## config.mk

```make
export PLATFORM = sky130hd
export DESIGN_NAME = processor_result_display_flat
export DESIGN_NICKNAME = d
export VERILOG_FILES = /design/src/rtl/processor_result_display_if.sv /design/src/rtl/processor_result_display.sv /design/src/flat_wrapper.sv
export SDC_FILE = /design/constraint.sdc
export NUM_CORES = 1
export LEC_CHECK = 0
export ABC_AREA = 1
export BUFFER_PORTS_ARGS = -buffer_cell sky130_fd_sc_hd__buf_2
export CAP_MARGIN = 20
export CORE_UTILIZATION = 53
export CTS_BUF_LIST = sky130_fd_sc_hd__clkbuf_16
export CTS_CLUSTER_SIZE = 24
export DETAILED_ROUTE_END_ITERATION = 16
export GPL_TIMING_DRIVEN = 1
export MAX_ROUTING_LAYER = met4
export PLACE_DENSITY = 0.79
export SYNTH_ARGS = -nofsm -noshare
export SYNTH_HDL_FRONTEND = slang
export SYNTH_SLANG_ARGS = --single-unit
```

## constraint.sdc

```tcl
create_clock -name clock -period 1.5 [get_ports clock]
set_input_delay 0.225 -clock clock [delete_from_list [all_inputs] [get_ports clock]]
set_output_delay 0.225 -clock clock [all_outputs]
set_load 0.05 [all_outputs]
```

## src/rtl/processor_result_display_if.sv

```systemverilog
// processor_result_display_if: result/handshake bus between the GCD processor and its display stage
interface processor_result_display_if;
   logic        Halt;
   logic [7:0]  Moutput;
   logic [3:0]  DisplayState;
   logic        busy;
   logic        valid;
   logic [11:0] bcd;
   logic [3:0]  an;
   logic [6:0]  seg;
   modport master (output Halt, Moutput, DisplayState, input busy, valid, bcd, an, seg);
   modport slave (input Halt, Moutput, DisplayState, output busy, valid, bcd, an, seg);
endinterface

```

## src/rtl/processor_result_display.sv

```systemverilog
// processor_result_display: captures the result on Halt rise, converts to BCD, scans a 4-digit seven-segment display
module processor_result_display #(
   parameter int SCAN_DIV = 4
) (
   input logic clock,
   input logic reset,
   processor_result_display_if.slave bus
);
   typedef enum logic [1:0] {IDLE, CONV, DONE} state_t;
   localparam int DW = SCAN_DIV > 1 ? $clog2(SCAN_DIV) : 1;
   localparam logic [6:0] SEG [16] = '{7'h40, 7'h79, 7'h24, 7'h30, 7'h19, 7'h12, 7'h02, 7'h78,
                                       7'h00, 7'h10, 7'h08, 7'h03, 7'h46, 7'h21, 7'h06, 7'h0E};
   state_t state, state_n;
   logic [19:0] sh, sh_n, adj;
   logic [2:0] cnt, cnt_n;
   logic busy, busy_n, valid, valid_n, halt_q, trig;
   logic [11:0] bcd, bcd_n;
   logic [DW-1:0] div;
   logic [1:0] idx;
   logic wrap;
   logic [3:0] an;
   logic [6:0] seg, dig_seg;
   assign trig = bus.Halt & ~halt_q;
   // double-dabble correction: any BCD nibble >= 5 gets +3 before the shift
   assign adj = {sh[19:16] >= 4'd5 ? sh[19:16] + 4'd3 : sh[19:16],
                 sh[15:12] >= 4'd5 ? sh[15:12] + 4'd3 : sh[15:12],
                 sh[11:8] >= 4'd5 ? sh[11:8] + 4'd3 : sh[11:8],
                 sh[7:0]};
   always_comb begin
      state_n = state;
      sh_n = sh;
      cnt_n = cnt;
      busy_n = busy;
      valid_n = valid;
      bcd_n = bcd;
      case (state)
         IDLE: if (trig) begin
            state_n = CONV;
            sh_n = {12'b0, bus.Moutput};
            cnt_n = '0;
            valid_n = 1'b0;
            busy_n = 1'b1;
         end
         CONV: begin
            sh_n = adj << 1;
            cnt_n = cnt + 3'd1;
            state_n = cnt == 3'd7 ? DONE : CONV;
         end
         DONE: begin
            bcd_n = sh[19:8];
            valid_n = 1'b1;
            busy_n = 1'b0;
            state_n = IDLE;
         end
         default: state_n = IDLE;
      endcase
   end
   always_ff @(posedge clock)
      if (reset) begin
         state <= IDLE;
         sh <= '0;
         cnt <= '0;
         busy <= 1'b0;
         valid <= 1'b0;
         bcd <= '0;
         halt_q <= 1'b0;
      end else begin
         state <= state_n;
         sh <= sh_n;
         cnt <= cnt_n;
         busy <= busy_n;
         valid <= valid_n;
         bcd <= bcd_n;
         halt_q <= bus.Halt;
      end
   // leading-zero blanking on hundreds and tens; ones always lit
   assign dig_seg = idx == 2'd3 ? SEG[bus.DisplayState] :
                    idx == 2'd2 ? (bcd[11:8] == 4'd0 ? 7'h7F : SEG[bcd[11:8]]) :
                    idx == 2'd1 ? (bcd[11:4] == 8'd0 ? 7'h7F : SEG[bcd[7:4]]) :
                    SEG[bcd[3:0]];
   assign wrap = div == DW'(SCAN_DIV - 1);
   always_ff @(posedge clock)
      if (reset) begin
         div <= '0;
         idx <= '0;
         an <= 4'hF;
         seg <= 7'h7F;
      end else begin
         div <= wrap ? '0 : div + DW'(1);
         idx <= wrap ? idx + 2'd1 : idx;
         an <= ~(4'b1 << idx);
         seg <= dig_seg;
      end
   assign bus.busy = busy;
   assign bus.valid = valid;
   assign bus.bcd = bcd;
   assign bus.an = an;
   assign bus.seg = seg;
endmodule
```

## src/flat_wrapper.sv

```systemverilog
// flat-port wrapper written by rule: the top's interface ports become plain ports
module processor_result_display_flat 
#(
   parameter int SCAN_DIV = 4
)
  (clock, reset, bus_Halt, bus_Moutput, bus_DisplayState, bus_busy, bus_valid, bus_bcd, bus_an, bus_seg);
  processor_result_display_if bus_i ();
  input logic clock;
  input logic reset;
  input wire logic [$bits(bus_i.Halt)-1:0] bus_Halt;
  input wire logic [$bits(bus_i.Moutput)-1:0] bus_Moutput;
  input wire logic [$bits(bus_i.DisplayState)-1:0] bus_DisplayState;
  output wire logic [$bits(bus_i.busy)-1:0] bus_busy;
  output wire logic [$bits(bus_i.valid)-1:0] bus_valid;
  output wire logic [$bits(bus_i.bcd)-1:0] bus_bcd;
  output wire logic [$bits(bus_i.an)-1:0] bus_an;
  output wire logic [$bits(bus_i.seg)-1:0] bus_seg;
  assign bus_i.Halt = bus_Halt;
  assign bus_i.Moutput = bus_Moutput;
  assign bus_i.DisplayState = bus_DisplayState;
  assign bus_busy = bus_i.busy;
  assign bus_valid = bus_i.valid;
  assign bus_bcd = bus_i.bcd;
  assign bus_an = bus_i.an;
  assign bus_seg = bus_i.seg;
  processor_result_display #(.SCAN_DIV(SCAN_DIV)) u_core (.clock(clock), .reset(reset), .bus(bus_i));
endmodule
```

After elaboration in Yosys (flattened, before gate mapping)
Memory sizes are Yosys's and may differ from the RTL's.
Cells that the tools add are included.
Cells by class
  add/sub/neg operators: 6
  magnitude comparators: 7
  equal/unequal tests: 8
  shifts and indexed selects: 1
  mux-type cells: 27
  bitwise logic cells: 7
  reduce and logical (&&, ||, !) cells: 8
Operator list (count)
  $mux 7: 13
  $pmux 20 s2: 1
  $ge 5x5->1 const B: 4
  $mux 20: 1
  $not 4->5: 4
  $ge 4x3->1 const B: 3
  $add 4x2->4 const B: 2
  $eq 2x2->1 const B: 4
  $logic_not 8->1: 1
  $mux 4: 2
  $mux 3: 2
  $pmux 3 s2: 1
  $add 2x1->2 const B: 2
  $eq 2x1->1 const B: 2
  $logic_not 4->1: 1
  $mux 2: 2
  $not 4->4: 1
  $pmux 1 s2: 2
  $pmux 2 s2: 1
  $reduce_and 2->1: 2
  $reduce_bool 2->1: 2
  $shl 1x2->4 const A: 1
  $add 3x1->3 const B: 1
  $add 3x2->3 const B: 1
  other kinds (7): 8
Storage, ports and cells
  register bits after elaboration: 55
  bits in read-only memories: 448
  bits of input ports: 15
  word-level logic and storage cells: 79
  memories kept: 4
Memories
  (no name shown): words 16, width 7, read ports 1, clocked after Yosys merged registers in 0, write ports 0, RTL line processor_result_display.sv:78  | idx == 2'd2 ? (bcd[11:8] == 4'd0 ? 7'h7F : SEG[bcd[11:8]]) :
  (no name shown): words 16, width 7, read ports 1, clocked after Yosys merged registers in 0, write ports 0, RTL line processor_result_display.sv:79  | idx == 2'd1 ? (bcd[11:4] == 8'd0 ? 7'h7F : SEG[bcd[7:4]]) :
  (no name shown): words 16, width 7, read ports 1, clocked after Yosys merged registers in 0, write ports 0, RTL line processor_result_display.sv:80  | SEG[bcd[3:0]];
  (no name shown): words 16, width 7, read ports 1, clocked after Yosys merged registers in 0, write ports 0, RTL line processor_result_display.sv:77  | assign dig_seg = idx == 2'd3 ? SEG[bus.DisplayState] :

Longest topological paths before layout
Gate-level depths: netlist of the first run.
  depth in word-level cells: 8
  gate-level depth with buffers: 12
  mapped depth without buffers: 12

Least setup slack after synthesis of the first run
OpenSTA, ideal clock, no wires.
  path type: reg2reg
  start point: register u_core.bcd[8] (netlist: u_core.bus.bcd[8])
  end point: register u_core.seg[1] (netlist: u_core.bus.seg[1])
  setup time: 0.115 ns
  data arrival time: 1.718 ns
  required time: 1.385 ns
  setup slack: -0.333 ns
  stages on the path, launching flop included: 11
  buffers on the path: 0
  period minus slack after synthesis: 1.833 ns
  cells stage by stage: dfxtp_1 > inv_1 > ha_1 > nand2_1 > nor2_1 > nor2_1 > nand2_1 > nor2_1 > nor2_1 > nand2_1 > nand2_1
Between the ends
  cells in the longest elaborated chain, start to end: 7
  elaborated cells between the ends (all ways): 11
  those cells by class: mux: 7; bitwise: 1; reduce/logical: 2; memory: 1
RTL lines
  start, declared: RTL line processor_result_display.sv:17  | logic [11:0] bcd, bcd_n;
  start signal, assigned: RTL line processor_result_display.sv:73  | bcd <= bcd_n;
  $not 4->5 (implied by the code): RTL line processor_result_display.sv:78
  $mem_v2 16x7
  $mux 7 (implied by the code) (2 in a row): RTL line processor_result_display.sv:78
  $mux 7: RTL line processor_result_display.sv:78
  $mux 7 (*): RTL line processor_result_display.sv:78
  $mux 7 (*): RTL line processor_result_display.sv:77
  end signal, assigned: RTL line processor_result_display.sv:92  | seg <= dig_seg;
  end, declared: RTL line processor_result_display.sv:22  | logic [6:0] seg, dig_seg;
Every way passes the cells marked *; elsewhere a longest branch is shown, timed or not. The select of a mux whose other input is x is not followed.
A chain may end at the register's enable or synchronous reset.

Final worst setup path of the first run
  start point: register u_core.bcd[6] (netlist: u_core.bus.bcd[6])
  end point: output port bus_bcd[6]
RTL lines
  end, declared: RTL line flat_wrapper.sv:15  | output wire logic [$bits(bus_i.bcd)-1:0] bus_bcd;
No word-level cell between the ends.

==> impl.org, run 1 <==
** Synth
- The synthesized netlist devotes 16.2% of its cell area to compound gates.
- Proportion of netlist area held by the largest area contributor :: 31.7%
- After synthesis, the mean cell area works out to 6.76 sq um.
- Number of nets produced by synthesis :: 569
- Dominant cells by area after synthesis :: sky130_fd_sc_hd__dfxtp_1 (32%), sky130_fd_sc_hd__nand2_1 (16%), sky130_fd_sc_hd__ha_1 (14%)
- The Yosys step of the flow raised 0 warnings.
- Yosys reg bits :: 55
- The cell area that synthesis handed to floorplanning was 3470 sq um.
- The number of different library cells used by synthesis comes to 25.
- Multiplexer share of the synthesized area :: 0%
- Synthesized netlist cell count :: 514
- Dominant combinational cell family by area after synthesis :: simple AND/OR/NAND/NOR gates
- XOR/XNOR Fraction of Synth Area :: 0.504%
- Fraction of the mapped netlist area in simple logic gates :: 27.5%
- Sequential share of the synthesized area :: 31.7%
- Summed over all instances, the cell type with the most area after synthesis is sky130_fd_sc_hd__dfxtp_1.
- After Yosys synthesis, full adders, half adders and majority gates account for 14.4% of the synthesized area.

** Timing
- Setup total negative slack on the finished layout was measured at 0 ns.
- Worst Clk Skew :: 0.00996 ns
- Dividing the final minimum period by the clock period gives 94.5%.
- Fmax :: 0.706 GHz
- Unrepaired setup endpoints after global routing :: yes
- Relative slew margins :: 79.6%
- The final count of pins violating max slew is 0.
- The hold violation total from the final report is 0.
- For the finished layout, the period the worst path requires is 1.42 ns.
- Setup violations remaining at the end of the flow were counted as 0.
- At the pin with the least slew margin, the transition time is 0.304 ns.

** Cells and area
- The area growth from synthesis to layout is 14.6%.
- For this run, the share of the core covered by cells in the final layout is 62.7%.
- Multi-input gate area in the final layout :: 2060 sq um
- The number of antenna diodes in the final layout is 0.
- Final instance area :: 3980 sq um
- Proportion of layout cells with a drive suffix above 1 :: 16.2%
- The filler cells instantiated in the layout total 549.
- At the end of the flow, the number of nets in the layout was 611.
- Summing all flip-flop and latch instances after layout gives 1130 sq um.
- Number of standard cells in the layout, taps in and fillers out :: 634

** Worst setup path
- Highest net fanout along the worst path :: 8
- STA classifies the critical path startpoint as a flip-flop.
- Data on the critical path is required at its endpoint by 1.27 ns.
- At the worst endpoint, the arrival time is 1.19 ns.
- STA classifies the critical path endpoint as an output port.
- The critical path is of the flip-flop to output port type.

** Global route
- Vias in the first global route :: 3121
- Summed over all layers, the global routing overflow is 0.
- The first global-routing pass estimated 13100 um of wire.
- For this run, the total global-route usage over all layers was measured as 23.1%.
- Largest net degree at the start of global routing :: 26
- The initial antenna violation count was 0.

** Status
- Result of the run :: finished, final reports clean

** Floorplan
- Die width :: 83.0 um
- The die covers 6880 sq um.
- Once the floorplan was initialized, standard cells occupied 54.7% of the core.
- Number of top-level pins :: 40
- Num rows :: 29
- In this run the standard cell core region covers 6350 sq um.
- The die is 83.0 um tall.

** Clock tree
- Hold repair after CTS inserted 0 buffers.
- Clock Root Buffer :: sky130_fd_sc_hd__clkbuf_16
- TritonCTS clock tree :: yes
- For this design, the sink count on the clock tree is 55.
- TritonCTS buffer count :: 5
- Skew-Pair Late Insertion Delay :: 0.29 ns
- CTS H-tree lvls :: 2
- Buffer depth of the longest clock path :: 2
- After clock tree synthesis, the clock-pin slew on the worst setup and hold paths is 0.08 ns.

** Drt
- Once detail routing completed, the nets flagged for antenna violations numbered 0.
- In the routed design, unresolved DRC markers number 0.
- Avg Vias per Cell :: 5.35
- Wirelength per Cell :: 12.2 um
- Router iterations before antenna repair :: 4
- DRC marker count from the first detailed-route iteration :: 242
- The routed design has 7720 um of wire.
- Number of vias in the routed layout :: 3390

** Place
- Cell count after placement :: 624
- In this run the tool buffered the top-level ports with 39 buffer cells.
- Once placement finished, the instance area stood at 3790 sq um.
- The congestion estimate from routability-driven global placement came to 0.939.
- Detailed placement finished with a half-perimeter wire length of 5840 um.

** Power and ir drop
- VDD IR-drop max :: 0.610 mV
- Power per standard cell area :: 795 nW/um^2
- In this run the static leakage power is 1.85 nW.
- Total power for the finished layout comes to 3.17 mW.

** Min path
- Type of the worst min-delay path :: input port to flip-flop

** Flow run
- MaxCap Viol Count :: 0
[flip-flops by register name (all words and copies together), names as in the netlist]
name,flops
u_core.state,2
u_core.bus.valid,1
u_core.bus.an,4
u_core.halt_q,1
u_core.bus.bcd,12
u_core.cnt,3
u_core.sh,20
u_core.bus.seg,7
u_core.div,2
u_core.bus.busy,1
u_core.idx,2
[layout by cell type (no fill, tap or decap), drive strengths merged]
cell type,count
a211oi,1
nand3b,3
nor3,2
o21ai,38
nand2,148
xor2,2
buf,56
a21oi,47
ha,40
nand3,38
clkbuf,5
inv,57
nor2,41
o211ai,10
dfxtp,55
a31oi,9
nor3b,1
clkinv,2
nand4,2
[where the power goes]
part | leakage (nW) | internal (mW) | switching, mW
logic | 1.32 | 0.139 | 0.300
clock network | 0.0748 | 0.635 | 0.547
registers | 0.457 | 1.52 | 0.0296
total | 1.85 | 2.29 | 0.877
[path summary, 6_finish.rpt]
| kind | depth (start not counted) | end | startpoint | slack (ns) |
|---|---|---|---|---|
| max | 2 | bus_bcd[6] | u_core.bus.bcd[6] | 0.08 |
| min | 3 | u_core.halt_q | bus_Halt | 0.15 |
| max reg2reg | 10 | u_core.bus.seg[1] | u_core.bus.bcd[4] | 0.10 |
| min reg2reg | 1 | u_core.div[0] | u_core.div[0] | 0.43 |
[layout make-up]
class	instances	area share, %
Tap cell	77	2.42
Clock inverter	3	0.660
Inverter	56	5.40
Timing Repair Buffer	56	8.42
Clock buffer	5	3.14
Sequential cell	55	28.3
Multi-Input combinational cell	382	51.6
[cells in the mapped netlist]
| library cell | instances |
|---|---|
| sky130_fd_sc_hd__clkbuf_1 | 2 |
| sky130_fd_sc_hd__nor3b_1 | 1 |
| sky130_fd_sc_hd__nor2_1 | 41 |
| sky130_fd_sc_hd__nor3_1 | 2 |
| sky130_fd_sc_hd__clkbuf_2 | 1 |
| sky130_fd_sc_hd__nand3_1 | 38 |
| sky130_fd_sc_hd__buf_2 | 12 |
| sky130_fd_sc_hd__o211ai_1 | 10 |
| sky130_fd_sc_hd__buf_1 | 1 |
| sky130_fd_sc_hd__buf_4 | 3 |
| sky130_fd_sc_hd__nand4_1 | 2 |
| sky130_fd_sc_hd__inv_2 | 2 |
| sky130_fd_sc_hd__ha_1 | 40 |
| sky130_fd_sc_hd__a31oi_1 | 9 |
| sky130_fd_sc_hd__xor2_1 | 2 |
| sky130_fd_sc_hd__nand3b_1 | 3 |
| sky130_fd_sc_hd__inv_1 | 53 |
| sky130_fd_sc_hd__clkinv_4 | 1 |
| sky130_fd_sc_hd__a211oi_1 | 1 |
| sky130_fd_sc_hd__buf_6 | 2 |
| sky130_fd_sc_hd__a21oi_1 | 47 |
| sky130_fd_sc_hd__nand2_2 | 1 |
| sky130_fd_sc_hd__nand2_1 | 147 |
| sky130_fd_sc_hd__o21ai_0 | 38 |
| sky130_fd_sc_hd__dfxtp_1 | 55 |
[routing by layer]
| metal | wire [um] | global-route usage (%) | part of all wire (%) | up-vias |
|---|---|---|---|---|
| met5 | 0 | - | 0 | - |
| met2 | 3850 | 42.1 | 50 | 86 |
| met4 | 93 | 6.11 | 1.2 | 0 |
| li1 | - | - | - | 1750 |
| met1 | 3470 | 26.4 | 45 | 1543 |
| met3 | 296 | 3.08 | 3.8 | 11 |
[logic make-up (layout without fill, tap and decap cells)]
kind of cell	count (synthesis)	after routing
adder cells (fa/ha/maj)	40	40
XOR/XNOR	2	2
buffers and inverters	77	120
AND/OR/NAND/NOR	235	235
AO/OA/AOI/OAI	105	105
flip-flops	55	55
[worst max-delay path: stages (launching register included)]
cell and delay, ns:
sky130_fd_sc_hd__dfxtp_1 0.45, sky130_fd_sc_hd__buf_4 0.19, sky130_fd_sc_hd__buf_2 0.26
[stage by stage]
step                      hold WS, ns  worst slack (ns)
final                           0.152            0.0831
after global routing            0.174           -0.0352
after CTS                       0.142           0.00177
after detailed placement        0.424            0.0243
after global placement          0.413            0.0250
after floorplan                 0.332           0.00206
[repair_timing]
action,in CTS,in global routing
resized for setup,0,15
setup endpoints to repair,0,10
buffers inserted,0,2
(Power assumes the default switching activity.)
==> run 2, diff against run 1 <==
--- a/config.mk
+++ b/config.mk
@@ -6,12 +6,12 @@
 export NUM_CORES = 1
 export LEC_CHECK = 0
 export ABC_AREA = 1
-export BUFFER_PORTS_ARGS = -buffer_cell sky130_fd_sc_hd__buf_2
 export CAP_MARGIN = 20
-export CORE_UTILIZATION = 53
+export CORE_UTILIZATION = 58
 export CTS_BUF_LIST = sky130_fd_sc_hd__clkbuf_16
 export CTS_CLUSTER_SIZE = 24
 export DETAILED_ROUTE_END_ITERATION = 16
+export DONT_BUFFER_PORTS = 1
 export GPL_TIMING_DRIVEN = 1
 export MAX_ROUTING_LAYER = met4
 export PLACE_DENSITY = 0.79
==> constraint.sdc (replaced) <==
create_clock -name clock -period 1.5 [get_ports clock]
set_input_delay 0.225 -clock clock [delete_from_list [all_inputs] [get_ports clock]]
set_output_delay 0.225 -clock clock [all_outputs]
set_load 0.1 [all_outputs]
==> run 2 against run 1 <==
Maximum frequency is 1.9% higher. Hold slack got worse by 0.13 ns. Critical path type is now flip-flop to flip-flop. Count of clock-buffer cells in the layout stayed put. Critical endpoint is now u_core.bus.seg[1].
==> impl.org, run 2 (synthesis results as in run 1) <==
** Cells and area
- Commonest cells after routing, fill and taps aside :: sky130_fd_sc_hd__nand2_1 (147), sky130_fd_sc_hd__a21oi_1 (47), sky130_fd_sc_hd__inv_1 (46)
- Layout overhead on the synthesized area :: 13.9%
- Number of flip-flops in the largest register :: 20 (unchanged)
- Most common cell after layout, fill and taps aside :: sky130_fd_sc_hd__nand2_1
- The total number of nets in the final design was 594 (-2.8%).
- The fraction of layout cells with a size suffix above 1 is 14.4% (-1.7 points).
- In the final layout, the registers with the most flip-flops are u_core.sh (20), u_core.bus.bcd (12), u_core.bus.seg (7).
- Reg with most FFs :: u_core.sh
- The diode insertion count for antenna repair came to 0 (unchanged).
- The final standard cell utilization of the core was 70.2% (+7.5 points).

** Worst setup path
- The kind of cell with the highest combined delay along the critical path is flip-flops.
- Chain of cells forming the critical path :: inv_4, ha_1, inv_1, nor2_1, a21oi_1, nand2_1, nand2_1, nand2_1, nand2_1, nand2_1
- The longest individual stage delay on the worst path is 0.41 ns (-0.04 ns).
- Worst endpoint required time :: 1.69 ns (+0.42 ns)
- Arrival time worst endpoint :: 1.58 ns (+0.39 ns)
- Highest net fanout along the worst path :: 8 (unchanged)
- Setup CP Type :: flip-flop to flip-flop
- Worst path bufs/invs :: 2 (unchanged)
- The slowest stage of the critical path belongs to the cell sky130_fd_sc_hd__dfxtp_4.
- Type of element capturing the critical path :: flip-flop
- Counting stages on the worst path, the most repeated cell is sky130_fd_sc_hd__nand2_1.
- The worst setup path is launched from a flip-flop.

** Drt
- The vias per cell was 5.46 (+2.1%).
- Wirelength per Cell :: 12.9 um (+5.9%)
- The violation count after the first detailed-route iteration is 208 (-14%).
- The sum of routed wire length over all layers was 7890 um (+2.3%).
- The number of routed nets with antenna violations came to 0 (unchanged).
- Drt drc :: 0 (unchanged)
- The length of the first detailed-routing pass in iterations is 4 (unchanged).
- Number of vias in the routed layout :: 3340 (-1.5%)

** Timing
- Fin. Hold Viols :: 0 (unchanged)
- Unrepaired setup endpoints after global routing :: no
- The relative slew slack was 49.7% (-30 points).
- The final count of pins violating max slew is 0 (unchanged).
- The setup-violating endpoint count in the final report came to 0 (unchanged).
- The slew of the pin with the lowest slew margin is 0.752 ns (+0.447 ns).
- The fmax is 0.719 GHz (+1.9%).
- Final worst-path setup slack :: 0.109 ns (+0.0263 ns)
- The post-layout minimum cycle time is 1.39 ns (-0.0263 ns).
- Worst Clk Skew :: 0.00664 ns (-0.00332 ns)
- The final period utilization was 92.7% (-1.8 points).

** Global route
- The remaining global-route overflow came to 0 (unchanged).
- The pin count of the biggest net entering global routing is 26 (unchanged).
- The global-route wire length before repair came to 13300 um (+1.7%).
- The total global routing track utilization came to 27.2% (+4.2 points).
- The via count of the first global-routing pass was 3075 (-1.5%).
- Antenna violations before repair :: 0 (unchanged)

** Floorplan
- Num rows :: 27 (-6.9%)
- The initial core utilization was 61.6% (+6.9 points).
- The area of the core is 5640 sq um (-11%).
- The die outline height was 79.4 um (-4.3%).
- The count of pins on the block boundary is 40 (unchanged).
- Die width :: 79.4 um (-4.3%)
- Die footprint :: 6300 sq um (-8.4%)

** Clock tree
- The post-CTS repair timing setup buffer count was 0 (unchanged).
- Sinks on the clock net :: 55 (unchanged)
- The register clock-pin slew on the reported worst setup and hold paths is 0.08 ns (about the same).
- The number of levels in the clock H-tree is 2 (unchanged).
- Skew-Pair Late Insertion Delay :: 0.30 ns (about the same)
- TritonCTS buffer count :: 5 (unchanged)
- Buffer depth of the longest clock path :: 2 (unchanged)
- Clock Root Buffer :: sky130_fd_sc_hd__clkbuf_16
- TritonCTS built the clock tree.

** Flow run
- The number of max-cap violations is 0 (unchanged).

** Status
- The run finished with clean final reports.

** Place
- The final RePlAce weighted congestion is 0.927 (-1.2%).
- The final HPWL from detailed placement came to 5840 um (about the same).
- The total of buffers placed on input and output ports was 0 (-100%).
- The worst setup slack after placement is 0.0582 ns (+0.0340 ns).

** Min path
- Type of the worst min-delay path :: input port to flip-flop

** Power and ir drop
- The standby leakage power came to 1.79 nW (-3.1%).
- VDD IR-drop max :: 0.679 mV (+11%)
- Power per standard cell area :: 833 nW/um^2 (+4.7%)
-- run 2: worst paths after layout --
kind | from | end | slack, ns | cells past startpoint
worst min register to register | u_core.div[0] | u_core.div[0] | 0.44 | 1
worst max-delay path | u_core.bus.bcd[4] | u_core.bus.seg[1] | 0.11 | 10
worst max register to register | u_core.bus.bcd[4] | u_core.bus.seg[1] | 0.11 | 10
worst min-delay path | bus_Halt | u_core.halt_q | 0.02 | 2
-- run 2: layout make-up --
cell class | instances | area [sq um]
Clock buffer | 5 | 125
Tap cell | 72 | 90.1
Inverter | 56 | 220
Timing Repair Buffer | 39 | 298
Fill cell | 484 | 1680
Clock inverter | 3 | 26.3
Sequential cell | 55 | 1140
Multi-Input combinational cell | 382 | 2050
-- run 2: routing by layer --
layer	GRT usage, %	routed length [um]	part of all wire [%]	up-vias
met3	5.37	384	4.9	16
li1	-	-	-	1716
met1	31.9	3550	45	1505
met5	-	0	0	-
met2	46.5	3820	48	103
met4	9.27	131	1.7	0
-- run 2: repair_timing --
action                                  CTS  global route
endpoints found under the setup margin    0             9
gates resized for setup                   0            11
endpoints found under the hold margin    20             1
hold buffers                              1             1
-- run 2: through the flow --
stage	setup TNS (ns)	instance area [sq um]	std cells	hold slack, ns	power (mW)
detailed placement	0	3770	602	0.300	2.10
global placement	0	3770	602	0.298	2.09
global route	0	3960	612	0.0217	3.43
finish	0	3960	612	0.0205	3.30
floorplan	-0.00216	3520	514	0.332	2.00
CTS	0	3930	611	0.00282	3.32
-- run 2: where the power goes --
part	total (mW)	internal, mW	switching (mW)
combinational	0.541	0.143	0.398
clock	1.22	0.637	0.580
sequential	1.54	1.51	0.0321
total	3.30	2.29	1.01
